$ cat config.mk
export PLATFORM = sky130hd
export DESIGN_NAME = pattern_generator_flat
export DESIGN_NICKNAME = d
export VERILOG_FILES = /design/src/rtl/pattern_generator_if.sv /design/src/rtl/pattern_generator.sv /design/src/flat_wrapper.sv
export SDC_FILE = /design/constraint.sdc
export NUM_CORES = 1
export LEC_CHECK = 0
export BUFFER_PORTS_ARGS = -buffer_cell sky130_fd_sc_hd__buf_2
export CAP_MARGIN = 0
export CORE_ASPECT_RATIO = 0.9
export CORE_MARGIN = 1.5
export CORE_UTILIZATION = 45
export CTS_CLUSTER_DIAMETER = 120
export CTS_CLUSTER_SIZE = 16
export DETAILED_ROUTE_END_ITERATION = 10
export GPL_ROUTABILITY_DRIVEN = 0
export PLACE_DENSITY = 0.66
export SLEW_MARGIN = 25
export SYNTH_ARGS = -nofsm -noshare
export SYNTH_HDL_FRONTEND = slang
export SYNTH_SLANG_ARGS = --single-unit
$ cat constraint.sdc
create_clock -name clk -period 3.5 [get_ports clk]
set_input_delay 0.35 -clock clk [delete_from_list [all_inputs] [get_ports clk]]
set_output_delay 0.35 -clock clk [all_outputs]
set_load 0.05 [all_outputs]
$ cat src/rtl/pattern_generator_if.sv
// Load/stream bundle for pattern_generator: parallel load handshake in, serial pattern out.
interface pattern_generator_if #(
  parameter int unsigned MAX_LEN = 16,
  parameter int unsigned LEN_W   = $clog2(MAX_LEN) + 1,
  parameter int unsigned CNT_W   = 8
);
  logic               load_valid;
  logic               load_ready;
  logic [MAX_LEN-1:0] pattern;
  logic [LEN_W-1:0]   len;
  logic [CNT_W-1:0]   repeat_cnt;
  logic               abort;
  logic               out;
  logic               out_valid;
  logic               frame_start;
  logic               busy;
  logic               done;

  modport master (
    output load_valid, pattern, len, repeat_cnt, abort,
    input  load_ready, out, out_valid, frame_start, busy, done
  );

  modport slave (
    input  load_valid, pattern, len, repeat_cnt, abort,
    output load_ready, out, out_valid, frame_start, busy, done
  );
endinterface

$ cat src/rtl/pattern_generator.sv
// Serial test-pattern transmitter: shifts a loaded word out MSB-first, with optional
// repeats separated by GAP idle cycles. All outputs are registered.
module pattern_generator #(
  parameter int unsigned MAX_LEN = 16,
  parameter int unsigned LEN_W   = $clog2(MAX_LEN) + 1,
  parameter int unsigned CNT_W   = 8,
  parameter int unsigned GAP     = 0
) (
  input logic               clk,
  input logic               reset,
  pattern_generator_if.slave bus
);

  typedef enum logic [1:0] {StIdle, StShift, StGapWait} state_e;

  localparam logic [LEN_W-1:0] MaxLen  = LEN_W'(MAX_LEN);
  localparam logic [LEN_W-1:0] LenOne  = LEN_W'(1);
  localparam logic [CNT_W-1:0] CntOne  = CNT_W'(1);
  localparam logic [7:0]       GapLast = (GAP > 0) ? 8'(GAP - 1) : 8'd0;

  state_e             state_q;
  logic [MAX_LEN-1:0] pat_q;
  logic [LEN_W-1:0]   len_q;
  logic [LEN_W-1:0]   idx_q;
  logic [CNT_W-1:0]   rep_q;
  logic [7:0]         gap_q;
  logic               out_q;
  logic               out_valid_q;
  logic               frame_start_q;
  logic               busy_q;
  logic               done_q;
  logic               load_ready_q;

  logic [LEN_W-1:0]   eff_len;

  assign eff_len = (bus.len > MaxLen) ? MaxLen : bus.len;

  // Shift-based select keeps the index width independent of MAX_LEN.
  function automatic logic bit_at(logic [MAX_LEN-1:0] p, logic [LEN_W-1:0] i);
    logic [MAX_LEN-1:0] s;
    s = p >> i;
    return s[0];
  endfunction

  always_ff @(posedge clk) begin
    if (reset) begin
      state_q       <= StIdle;
      pat_q         <= '0;
      len_q         <= '0;
      idx_q         <= '0;
      rep_q         <= '0;
      gap_q         <= '0;
      out_q         <= 1'b0;
      out_valid_q   <= 1'b0;
      frame_start_q <= 1'b0;
      busy_q        <= 1'b0;
      done_q        <= 1'b0;
      load_ready_q  <= 1'b1;
    end else begin
      done_q        <= 1'b0;
      frame_start_q <= 1'b0;
      unique case (state_q)
        StIdle: begin
          if (bus.load_valid && !bus.abort) begin
            if (eff_len == '0) begin
              done_q <= 1'b1;
            end else begin
              state_q       <= StShift;
              pat_q         <= bus.pattern;
              len_q         <= eff_len;
              rep_q         <= bus.repeat_cnt;
              idx_q         <= eff_len - LenOne;
              out_q         <= bit_at(bus.pattern, eff_len - LenOne);
              out_valid_q   <= 1'b1;
              frame_start_q <= 1'b1;
              busy_q        <= 1'b1;
              load_ready_q  <= 1'b0;
            end
          end
        end
        StShift: begin
          if (bus.abort) begin
            state_q      <= StIdle;
            out_q        <= 1'b0;
            out_valid_q  <= 1'b0;
            busy_q       <= 1'b0;
            load_ready_q <= 1'b1;
          end else if (idx_q == '0) begin
            if (rep_q != '0) begin
              rep_q <= rep_q - CntOne;
              if (GAP > 0) begin
                state_q     <= StGapWait;
                gap_q       <= GapLast;
                out_q       <= 1'b0;
                out_valid_q <= 1'b0;
              end else begin
                idx_q         <= len_q - LenOne;
                out_q         <= bit_at(pat_q, len_q - LenOne);
                frame_start_q <= 1'b1;
              end
            end else begin
              state_q      <= StIdle;
              done_q       <= 1'b1;
              out_q        <= 1'b0;
              out_valid_q  <= 1'b0;
              busy_q       <= 1'b0;
              load_ready_q <= 1'b1;
            end
          end else begin
            idx_q <= idx_q - LenOne;
            out_q <= bit_at(pat_q, idx_q - LenOne);
          end
        end
        StGapWait: begin
          if (bus.abort) begin
            state_q      <= StIdle;
            busy_q       <= 1'b0;
            load_ready_q <= 1'b1;
          end else if (gap_q == 8'd0) begin
            state_q       <= StShift;
            idx_q         <= len_q - LenOne;
            out_q         <= bit_at(pat_q, len_q - LenOne);
            out_valid_q   <= 1'b1;
            frame_start_q <= 1'b1;
          end else begin
            gap_q <= gap_q - 8'd1;
          end
        end
        default: state_q <= StIdle;
      endcase
    end
  end

  assign bus.out         = out_q;
  assign bus.out_valid   = out_valid_q;
  assign bus.frame_start = frame_start_q;
  assign bus.busy        = busy_q;
  assign bus.done        = done_q;
  assign bus.load_ready  = load_ready_q;

endmodule

$ cat src/flat_wrapper.sv
// flat-port wrapper written by rule: the top's interface ports become plain ports
module pattern_generator_flat 
#(
  parameter int unsigned MAX_LEN = 16,
  parameter int unsigned LEN_W   = $clog2(MAX_LEN) + 1,
  parameter int unsigned CNT_W   = 8,
  parameter int unsigned GAP     = 0
)
  (clk, reset, bus_load_valid, bus_pattern, bus_len, bus_repeat_cnt, bus_abort, bus_load_ready, bus_out, bus_out_valid, bus_frame_start, bus_busy, bus_done);
  pattern_generator_if #(.MAX_LEN(MAX_LEN), .LEN_W(LEN_W), .CNT_W(CNT_W)) bus_i ();
  input logic clk;
  input logic reset;
  input wire logic [$bits(bus_i.load_valid)-1:0] bus_load_valid;
  input wire logic [$bits(bus_i.pattern)-1:0] bus_pattern;
  input wire logic [$bits(bus_i.len)-1:0] bus_len;
  input wire logic [$bits(bus_i.repeat_cnt)-1:0] bus_repeat_cnt;
  input wire logic [$bits(bus_i.abort)-1:0] bus_abort;
  output wire logic [$bits(bus_i.load_ready)-1:0] bus_load_ready;
  output wire logic [$bits(bus_i.out)-1:0] bus_out;
  output wire logic [$bits(bus_i.out_valid)-1:0] bus_out_valid;
  output wire logic [$bits(bus_i.frame_start)-1:0] bus_frame_start;
  output wire logic [$bits(bus_i.busy)-1:0] bus_busy;
  output wire logic [$bits(bus_i.done)-1:0] bus_done;
  assign bus_i.load_valid = bus_load_valid;
  assign bus_i.pattern = bus_pattern;
  assign bus_i.len = bus_len;
  assign bus_i.repeat_cnt = bus_repeat_cnt;
  assign bus_i.abort = bus_abort;
  assign bus_load_ready = bus_i.load_ready;
  assign bus_out = bus_i.out;
  assign bus_out_valid = bus_i.out_valid;
  assign bus_frame_start = bus_i.frame_start;
  assign bus_busy = bus_i.busy;
  assign bus_done = bus_i.done;
  pattern_generator #(.MAX_LEN(MAX_LEN), .LEN_W(LEN_W), .CNT_W(CNT_W), .GAP(GAP)) u_core (.clk(clk), .reset(reset), .bus(bus_i));
endmodule
Yosys cells after proc, flatten, opt, wreduce, memory -nomap -nowiden
Cells that the tools add are included.
- register bits after elaboration: 50
- output and inout bits: 6
- input bits: 33
- logic and storage cells: 117
- order comparisons: 1
- bitwise logic cells: 3
- add/subtract/negate cells: 5
- equal/unequal tests: 14
- reduce and logical (&&, ||, !) cells: 17
- mux-type cells: 62
- shift operators: 3
- operator list (kind ; count):
    right shift 16 x 5 -> 1 bit ; 3
    2-to-1 mux 5 bit ; 8
    2-to-1 mux 8 bit ; 5
    2-to-1 mux 1 bit ; 33
    case mux 8 bit (2 select lines) ; 1
    subtractor 8 x 1 -> 8 bit (second input constant) ; 2
    case mux 1 bit (3 select lines) ; 5
    case mux 5 bit (3 select lines) ; 1
    subtractor 5 x 1 -> 5 bit (second input constant) ; 3
    2-to-1 mux 2 bit ; 7
    AND reduction 7 bit ; 2
    AND reduction 6 bit ; 2
    logical NOT 5 bit ; 2
    AND reduction 5 bit ; 2
    logical NOT 8 bit ; 1
    inequality test 2 x 1 -> 1 bit (second input constant) ; 4
    inequality test 2 bit (second input constant) ; 4
    nonzero test 8 bit ; 1
    inequality test 3 x 2 -> 1 bit (second input constant) ; 2
    inequality test 3 bit (second input constant) ; 2
    case mux 2 bit (3 select lines) ; 1
    AND reduction 3 bit ; 2
    greater-than comparator 5 bit (second input constant) ; 1
    NOT 1 bit ; 3
    8 further kinds ; 8

Depth between registers and ports, before layout
Gate-level depths: netlist of the first run.
- depth in word-level cells: 7
- gate-level depth with buffers: 13
- depth with buffers taken out: 9

Least setup slack after synthesis of the first run
OpenSTA, ideal clock, no wires.
- path kind: in2reg
- from: input port bus_len[4]
- to: register u_core.rep_q[4]
- arrival time: 2.486 ns
- stages on the path: 12
- library setup time: 0.128 ns
- path buffers: 4
- data required time: 3.372 ns
- slack: 0.886 ns
- cells stage by stage: buf_2 nor2b_1 buf_2 inv_1 ha_1 nor4b_2 or4b_1 buf_6 and2_4 buf_6 a222oi_1 nor2_1
- word-level cells in the longest chain between the ends: 5
- RTL lines (element ; RTL line ; RTL):
    start, declared ; flat_wrapper.sv:15 ; input wire logic [$bits(bus_i.len)-1:0] bus_len;
    greater-than comparator 5 bit ; pattern_generator.sv:36 ; assign eff_len = (bus.len > MaxLen) ? MaxLen : bus.len;
    2-to-1 mux 5 bit * ; pattern_generator.sv:36 ;
    logical NOT 5 bit * ; pattern_generator.sv:65 ; if (eff_len == '0) begin
    inequality test 2 bit (no source line) * ; - ;
    AND reduction 6 bit (no source line) * ; - ;
    end signal, assigned ; pattern_generator.sv:71 ; rep_q <= bus.repeat_cnt;
    end signal, assigned ; pattern_generator.sv:90 ; rep_q <= rep_q - CntOne;
    end, declared ; pattern_generator.sv:25 ; logic [CNT_W-1:0] rep_q;
Mark *: on every way between the ends. The rest lies on a longest branch, timed or not.
A chain may end at the register's enable or synchronous reset.

Final worst setup path of the first run
- from: input port bus_len[0]
- to: register u_core.rep_q[5]
The elaborated chain is that of the path after synthesis.

==> key figures, run 1 <==
Global routing
  • Overall routing resource usage: a little over a fifth
  • Met3 usage: 4.000%
  • Met2 usage: roughly a third
  • Met1 Usage GRT: between 30% and 40%
  • Vias in the first global route: 1920
  • First-pass GRT wire length: 9515 µm
  • GR Overflow Total: 0
  • Largest net degree at the start of global routing: 40
  • Global-route layer with the greatest usage: met2
  • Initial antenna violation count: 0

CTS
  • CTS HTree Levels: 2
  • Clock root cell: clkbuf_8
  • Longest Clk Path Bufs: 2
  • CTS tree: done
  • Worst-skew pair later-pin latency: 290 ps
  • Clock Sinks: 39
  • Clock slew at reported path FFs: 70 ps
  • CTS Buf Count: 5
  • Post-CTS Hold Fix Bufs: 0
  • Post-CTS sizing: 0
  • Post-CTS setup buffers: 0

Power and ir drop
  • Worst IR Drop VDD: 0.1866 mV
  • Power Total: 1.124 mW
  • Pwr per Cell Area: 414.3 nW/µm²
  • Static Leak: 1.043 nW

Detailed routing
  • Via/cell ratio: ~5.5
  • Post-Route WL: 5833 µm
  • DRT Pass-1 Iters: 6
  • DR vias: 2175
  • Drt drc: 0
  • Final ANT Viol Nets: 0
  • Drt first-iter violations: 148
  • DR WL/cell: ~15 µm

Worst setup path
  • CP Max Fanout: 14
  • CP endpoint kind: flip-flop
  • CP arrival: ~2700 ps
  • WP data required: 3650 ps
  • R2R cell count: 7
  • CP Class: input pin to flip-flop
  • CP Launch Type: input pin

Synth
  • EDFF count, synth: 0
  • Area of the mapped netlist: 2449 µm²
  • Syn_area_per_cell: 8.300 µm²
  • Synthesized netlist cell count: 295
  • Distinct cells, synth: 51
  • Sequential area share after synthesis: a little under a third
  • Top cell type's share of synthesized area: about a third
  • YS warnings: 0
  • Top post-synthesis cells by area: dfxtp_1, mux4_2, nand2_1
  • Share of flip-flops with an asynchronous set or reset: 0%
  • Yosys top cell by area: dfxtp_1
  • Post-synthesis register bit count: 39
  • Syn Nets: 333
  • Top FF cell, synth: dfxtp_1

Timing
  • Highest Clock Rate: about 0.39 GHz
  • Min Hold Slack: 295.1 ps
  • Slew headroom: around 52%
  • RSZ-0062 raised after global routing: false
  • Worst Tran Pin Value: between 700 and 800 ps
  • Crit share post-route: between 70% and 80%
  • Worst clock skew: roughly 4.8 ps
  • Final hold vios: 0
  • Final Worst Setup Slack: 930.8 ps
  • Aggregate negative setup slack: 0 ps
  • Fin crit period: 2569 ps
  • Final setup vio count: 0
  • Max Slew Vio Count: 0

Run status
  • Status: completed

Finish
  • Reg area: 780.7 µm²
  • Area of the multi-input gates: 1483 µm²
  • Commonest cells after routing, fill and taps aside: nand2_1, dfxtp_1, buf_2
  • Final Cell Area: 2713 µm²
  • Ant. Diodes: 0
  • Final Net Count: 363
  • Fill count: about 520
  • Commonest non-fill, non-tap cell in the layout: nand2_1
  • Share of cells above drive strength 1: 21.47%
  • Area growth syn-to-layout: 10.78%

Floorplan
  • Row count: 25
  • Die area: 5894 µm²
  • Die Y-Extent: 72.98 µm
  • Ports: 39
  • Core area: 5255 µm²
  • Starting Density: 46.60%
  • Die X: 80.76 µm

Placement
  • DP Worst Slack: 733.2 ps
  • Post-DP Area: about 2600 µm²
  • IO Port Bufs: 38
  • Final HPWL DP: 4340 µm

Job
  • Max Cap Violations: 0

Min path
  • Hold Path Depth: 2
  • Worst Hold Class: input pin to flip-flop
routing by layer:
layer / vias to the layer above / wire length [µm]
li1: 1113 / -
met1: 984 / 2870
met2: 74 / 2541
met3: 4 / 387
met4: 0 / 34
met5: - / 0
worst paths after layout:
kind / startpoint / slack (ps) / to
min: bus_abort / 300 / u_core.bus.done$_SDFF_PP0_
min reg2reg: u_core.pat_q[11]$_SDFFE_PP0P_ / 470 / u_core.pat_q[11]$_SDFFE_PP0P_
max reg2reg: u_core.idx_q[0]$_SDFFE_PP0P_ / 1120 / u_core.bus.out$_SDFFE_PP0P_
max: bus_len[0] / 930 / u_core.rep_q[5]$_SDFFE_PP0P_
worst max-delay path, cell delays in order:
cell	delay [ps]
buf_2	130
nor2b_1	130
buf_4	170
inv_1	110
ha_1	310
nor4b_2	420
or4b_1	280
and2_4	270
o21ai_0	120
a2111oi_0	440
metrics by stage:
step | cells | util, %
5_1_grt | 393 | 51.62
2_1_floorplan | 295 | -
4_1_cts | 393 | 51.62
6_report | 393 | 51.62
3_3_place_gp | 385 | 49.71
3_5_place_dp | 385 | 49.71
synthesized netlist by cell type (all sizes together) (2+ instances only):
| cell type | n |
|---|---|
| o21ai | 10 |
| xor2 | 3 |
| clkbuf | 12 |
| dfxtp | 39 |
| or4b | 2 |
| a211o | 2 |
| buf | 8 |
| or3 | 2 |
| nor2b | 4 |
| nor4b | 3 |
| a22oi | 2 |
| inv | 10 |
| and2 | 2 |
| a31oi | 2 |
| xnor2 | 4 |
| nor2 | 26 |
| nand2 | 61 |
| ha | 5 |
| a222oi | 4 |
| a311oi | 3 |
| nand2b | 5 |
| o21a | 2 |
| mux2i | 4 |
| a211oi | 7 |
| a21oi | 30 |
| nor3b | 2 |
| mux4 | 11 |
| nand3 | 7 |
| nor3 | 10 |
area by class of cell:
cell class / instances / share of cell area [%]
repair buffers: 43 / 8.395
clock buffers: 8 / 3.690
inverters: 10 / 1.384
well taps: 67 / 3.090
flip-flops and latches: 39 / 28.78
multi-input cells: 226 / 54.66
cell families (layout without fill, tap and decap cells):
group | Yosys count | after routing | synth area share (%)
AND/OR/NAND/NOR | 130 | 130 | 25.55
AO/OA/AOI/OAI | 68 | 68 | 17.63
flip-flops | 39 | 39 | 31.89
buffers and inverters | 30 | 61 | 7.665
multiplexers | 16 | 16 | 12.21
XOR/XNOR | 7 | 7 | 2.504
adder cells (fa/ha/maj) | 5 | 5 | 2.555
where the power goes:
part | leakage (nW) | total [mW] | internal (mW) | switching [mW]
clock | 0.0515 | 0.336 | 0.180 | 0.156
sequential | 0.319 | 0.496 | 0.469 | 0.0266
combinational | 0.673 | 0.292 | 0.124 | 0.167
flip-flops by register name (all words and copies together) (netlist names):
| name | count |
|---|---|
| u_core.bus.done | 1 |
| u_core.bus.frame_start | 1 |
| u_core.bus.load_ready | 1 |
| u_core.bus.out | 1 |
| u_core.bus.out_valid | 1 |
| u_core.idx_q | 5 |
| u_core.len_q | 5 |
| u_core.pat_q | 16 |
| u_core.rep_q | 8 |
Note: power is estimated with default switching activity, not from simulation.
==> run 2, diff against run 1 <==
--- a/config.mk
+++ b/config.mk
@@ -14,7 +14,7 @@
 export CTS_CLUSTER_SIZE = 16
 export DETAILED_ROUTE_END_ITERATION = 10
 export GPL_ROUTABILITY_DRIVEN = 0
-export PLACE_DENSITY = 0.66
+export PLACE_DENSITY = 0.68
 export SLEW_MARGIN = 25
 export SYNTH_ARGS = -nofsm -noshare
 export SYNTH_HDL_FRONTEND = slang
==> constraint.sdc (replaced) <==
create_clock -name clk -period 2.35 [get_ports clk]
set_input_delay 0.235 -clock clk [delete_from_list [all_inputs] [get_ports clk]]
set_output_delay 0.235 -clock clk [all_outputs]
set_load 0.05 [all_outputs]
==> run 2 against run 1 <==
  * Global-route usage rose by 1.8 points
  * Sequential share of layout area fell by 1.7 points
  * Largest power group unchanged
  * Non-clock buffer count rose by 15
  * Register-to-register slack got worse by 970 ps
  * Largest cell class unchanged
  * Sequential cell count did not move
  * Routed wire length rose by 3.5%
  * Critical path depth fell by 3
==> key figures, run 2 (synthesis gave the netlist of run 1 again) <==
Finish
  • Reg area: 780.7 µm²
  • Non-Filler Instances: 408
  • Area growth syn-to-layout: 17.58%
  • Area of the multi-input gates: around 1500 µm²
  • Share of cells above drive strength 1: about a quarter
  • Ant. Diodes: 0
  • Layout Utilization: between 50% and 60%
  • Most flop-heavy register: u_core.pat_q
  • Commonest non-fill, non-tap cell in the layout: nand2_1
  • Commonest cells after routing, fill and taps aside: nand2_1, dfxtp_1, buf_2
  • Fill count: 510
  • Final Net Count: 378
  • Max FFs per register: 16
  • Largest registers: u_core.pat_q x16, u_core.rep_q x8

CTS
  • Post-CTS Hold Fix Bufs: 0
  • Clock Sinks: 39
  • Longest Clk Path Bufs: 2
  • CTS Buf Count: 5
  • Clock root cell: clkbuf_8
  • Post-CTS setup buffers: 0
  • Clock slew at reported path FFs: ~80 ps
  • CTS tree: done
  • Worst-skew pair later-pin latency: 290 ps
  • CTS HTree Levels: 2
  • Post-CTS sizing: 0

Placement
  • Post-Place Cells: 400
  • Final HPWL DP: between 4000 and 5000 µm
  • IO Port Bufs: 38

Detailed routing
  • Final ANT Viol Nets: 0
  • Drt drc: 0
  • Via/cell ratio: between 5 and 6
  • DRT Pass-1 Iters: 5
  • DR vias: 2296
  • DR WL/cell: 14.80 µm
  • Drt first-iter violations: 160
  • Post-Route WL: approximately 6000 µm

Worst setup path
  • CP Launch Type: flip-flop
  • CP Max Fanout: 3
  • CP arrival: approximately 2300 ps
  • Setup crit start: u_core.len_q[1]$_SDFFE_PP0P_
  • CP Class: flip-flop to flip-flop
  • CP endpoint kind: flip-flop
  • WP data required: approximately 2500 ps
  • Worst R2R Start: u_core.len_q[1]$_SDFFE_PP0P_
  • R2R cell count: 7

Floorplan
  • Core area: 5255 µm²
  • Die Y-Extent: ~73 µm
  • Row count: 25
  • Ports: 39
  • Die X: 80.76 µm
  • Starting Density: 46.60%
  • Die area: 5894 µm²

Timing
  • Max Slew Vio Count: 0
  • Worst clock skew: 4.382 ps
  • Crit share post-route: 93.41%
  • Worst Tran Pin Value: around 720 ps
  • Slew headroom: 51.69%
  • Highest Clock Rate: 0.4556 GHz
  • Fin crit period: 2195 ps
  • RSZ-0062 raised after global routing: false
  • Final setup vio count: 0
  • Min Hold Slack: 163.2 ps
  • Final hold vios: 0

Power and ir drop
  • Static Leak: 1.138 nW
  • Pwr per Cell Area: 630.6 nW/µm²
  • Worst IR Drop VDD: 0.4163 mV
  • Power Total: 1.816 mW

Global routing
  • First-pass GRT wire length: 10290 µm
  • GR Overflow Total: 0
  • Largest net degree at the start of global routing: 40
  • Vias in the first global route: 2225
  • Initial antenna violation count: 0
  • Overall routing resource usage: 22.79%

Min path
  • Hold_sp: bus_abort
  • Hold Path Depth: 2
  • Worst Hold Class: input pin to flip-flop

Job
  • Max Cap Violations: 0

Run status
  • Status: completed
==> run 2: power breakdown <==
| group | internal (mW) | switching [mW] | total [mW] |
|---|---|---|---|
| combinational | 0.220 | 0.266 | 0.486 |
| clock | 0.344 | 0.251 | 0.595 |
| sequential | 0.699 | 0.0356 | 0.735 |
| total | 1.26 | 0.552 | 1.82 |
==> run 2: metal layers <==
metal / share of wire, % / track usage, % / wire length, µm
met5: 0 / 0 / 0
met4: 1.2 / 8.046 / 73
met3: 5.0 / 4.750 / 305
met2: 47 / 36.32 / 2830
met1: 47 / 30.71 / 2831
==> run 2: layout make-up <==
| cell class | instances | share of cell area [%] |
|---|---|---|
| clock buffers | 6 | 2.868 |
| clock inverters | 2 | 1.217 |
| multi-input cells | 226 | 52.24 |
| inverters | 10 | 1.391 |
| well taps | 67 | 2.912 |
| flip-flops and latches | 39 | 27.12 |
| repair buffers | 58 | 12.26 |
==> run 2: critical path, stage by stage (launching register included) <==
cell and delay [ps]:
dfxtp_1 360, inv_1 50, ha_1 320, mux4_2 520
mux4_2 490, nand2_1 110, o31a_1 130, a211oi_1 60
==> run 2: worst paths after layout <==
kind                                    to  slack, ps
max            u_core.bus.out$_SDFFE_PP0P_        150
min             u_core.bus.done$_SDFF_PP0_        160
max reg2reg    u_core.bus.out$_SDFFE_PP0P_        150
min reg2reg  u_core.pat_q[13]$_SDFFE_PP0P_        470
==> run 2: stage by stage <==
stage | TNS, ps | instance area [µm²] | worst slack [ps]
final | 0 | 2879 | 154.9
after global routing | 0 | 2879 | 12.38
after CTS | 0 | 2879 | 151.4
after detailed placement | -34.26 | 2761 | -23.76
after global placement | 0 | 2761 | 36.53
after floorplan | 0 | 2481 | 10.79
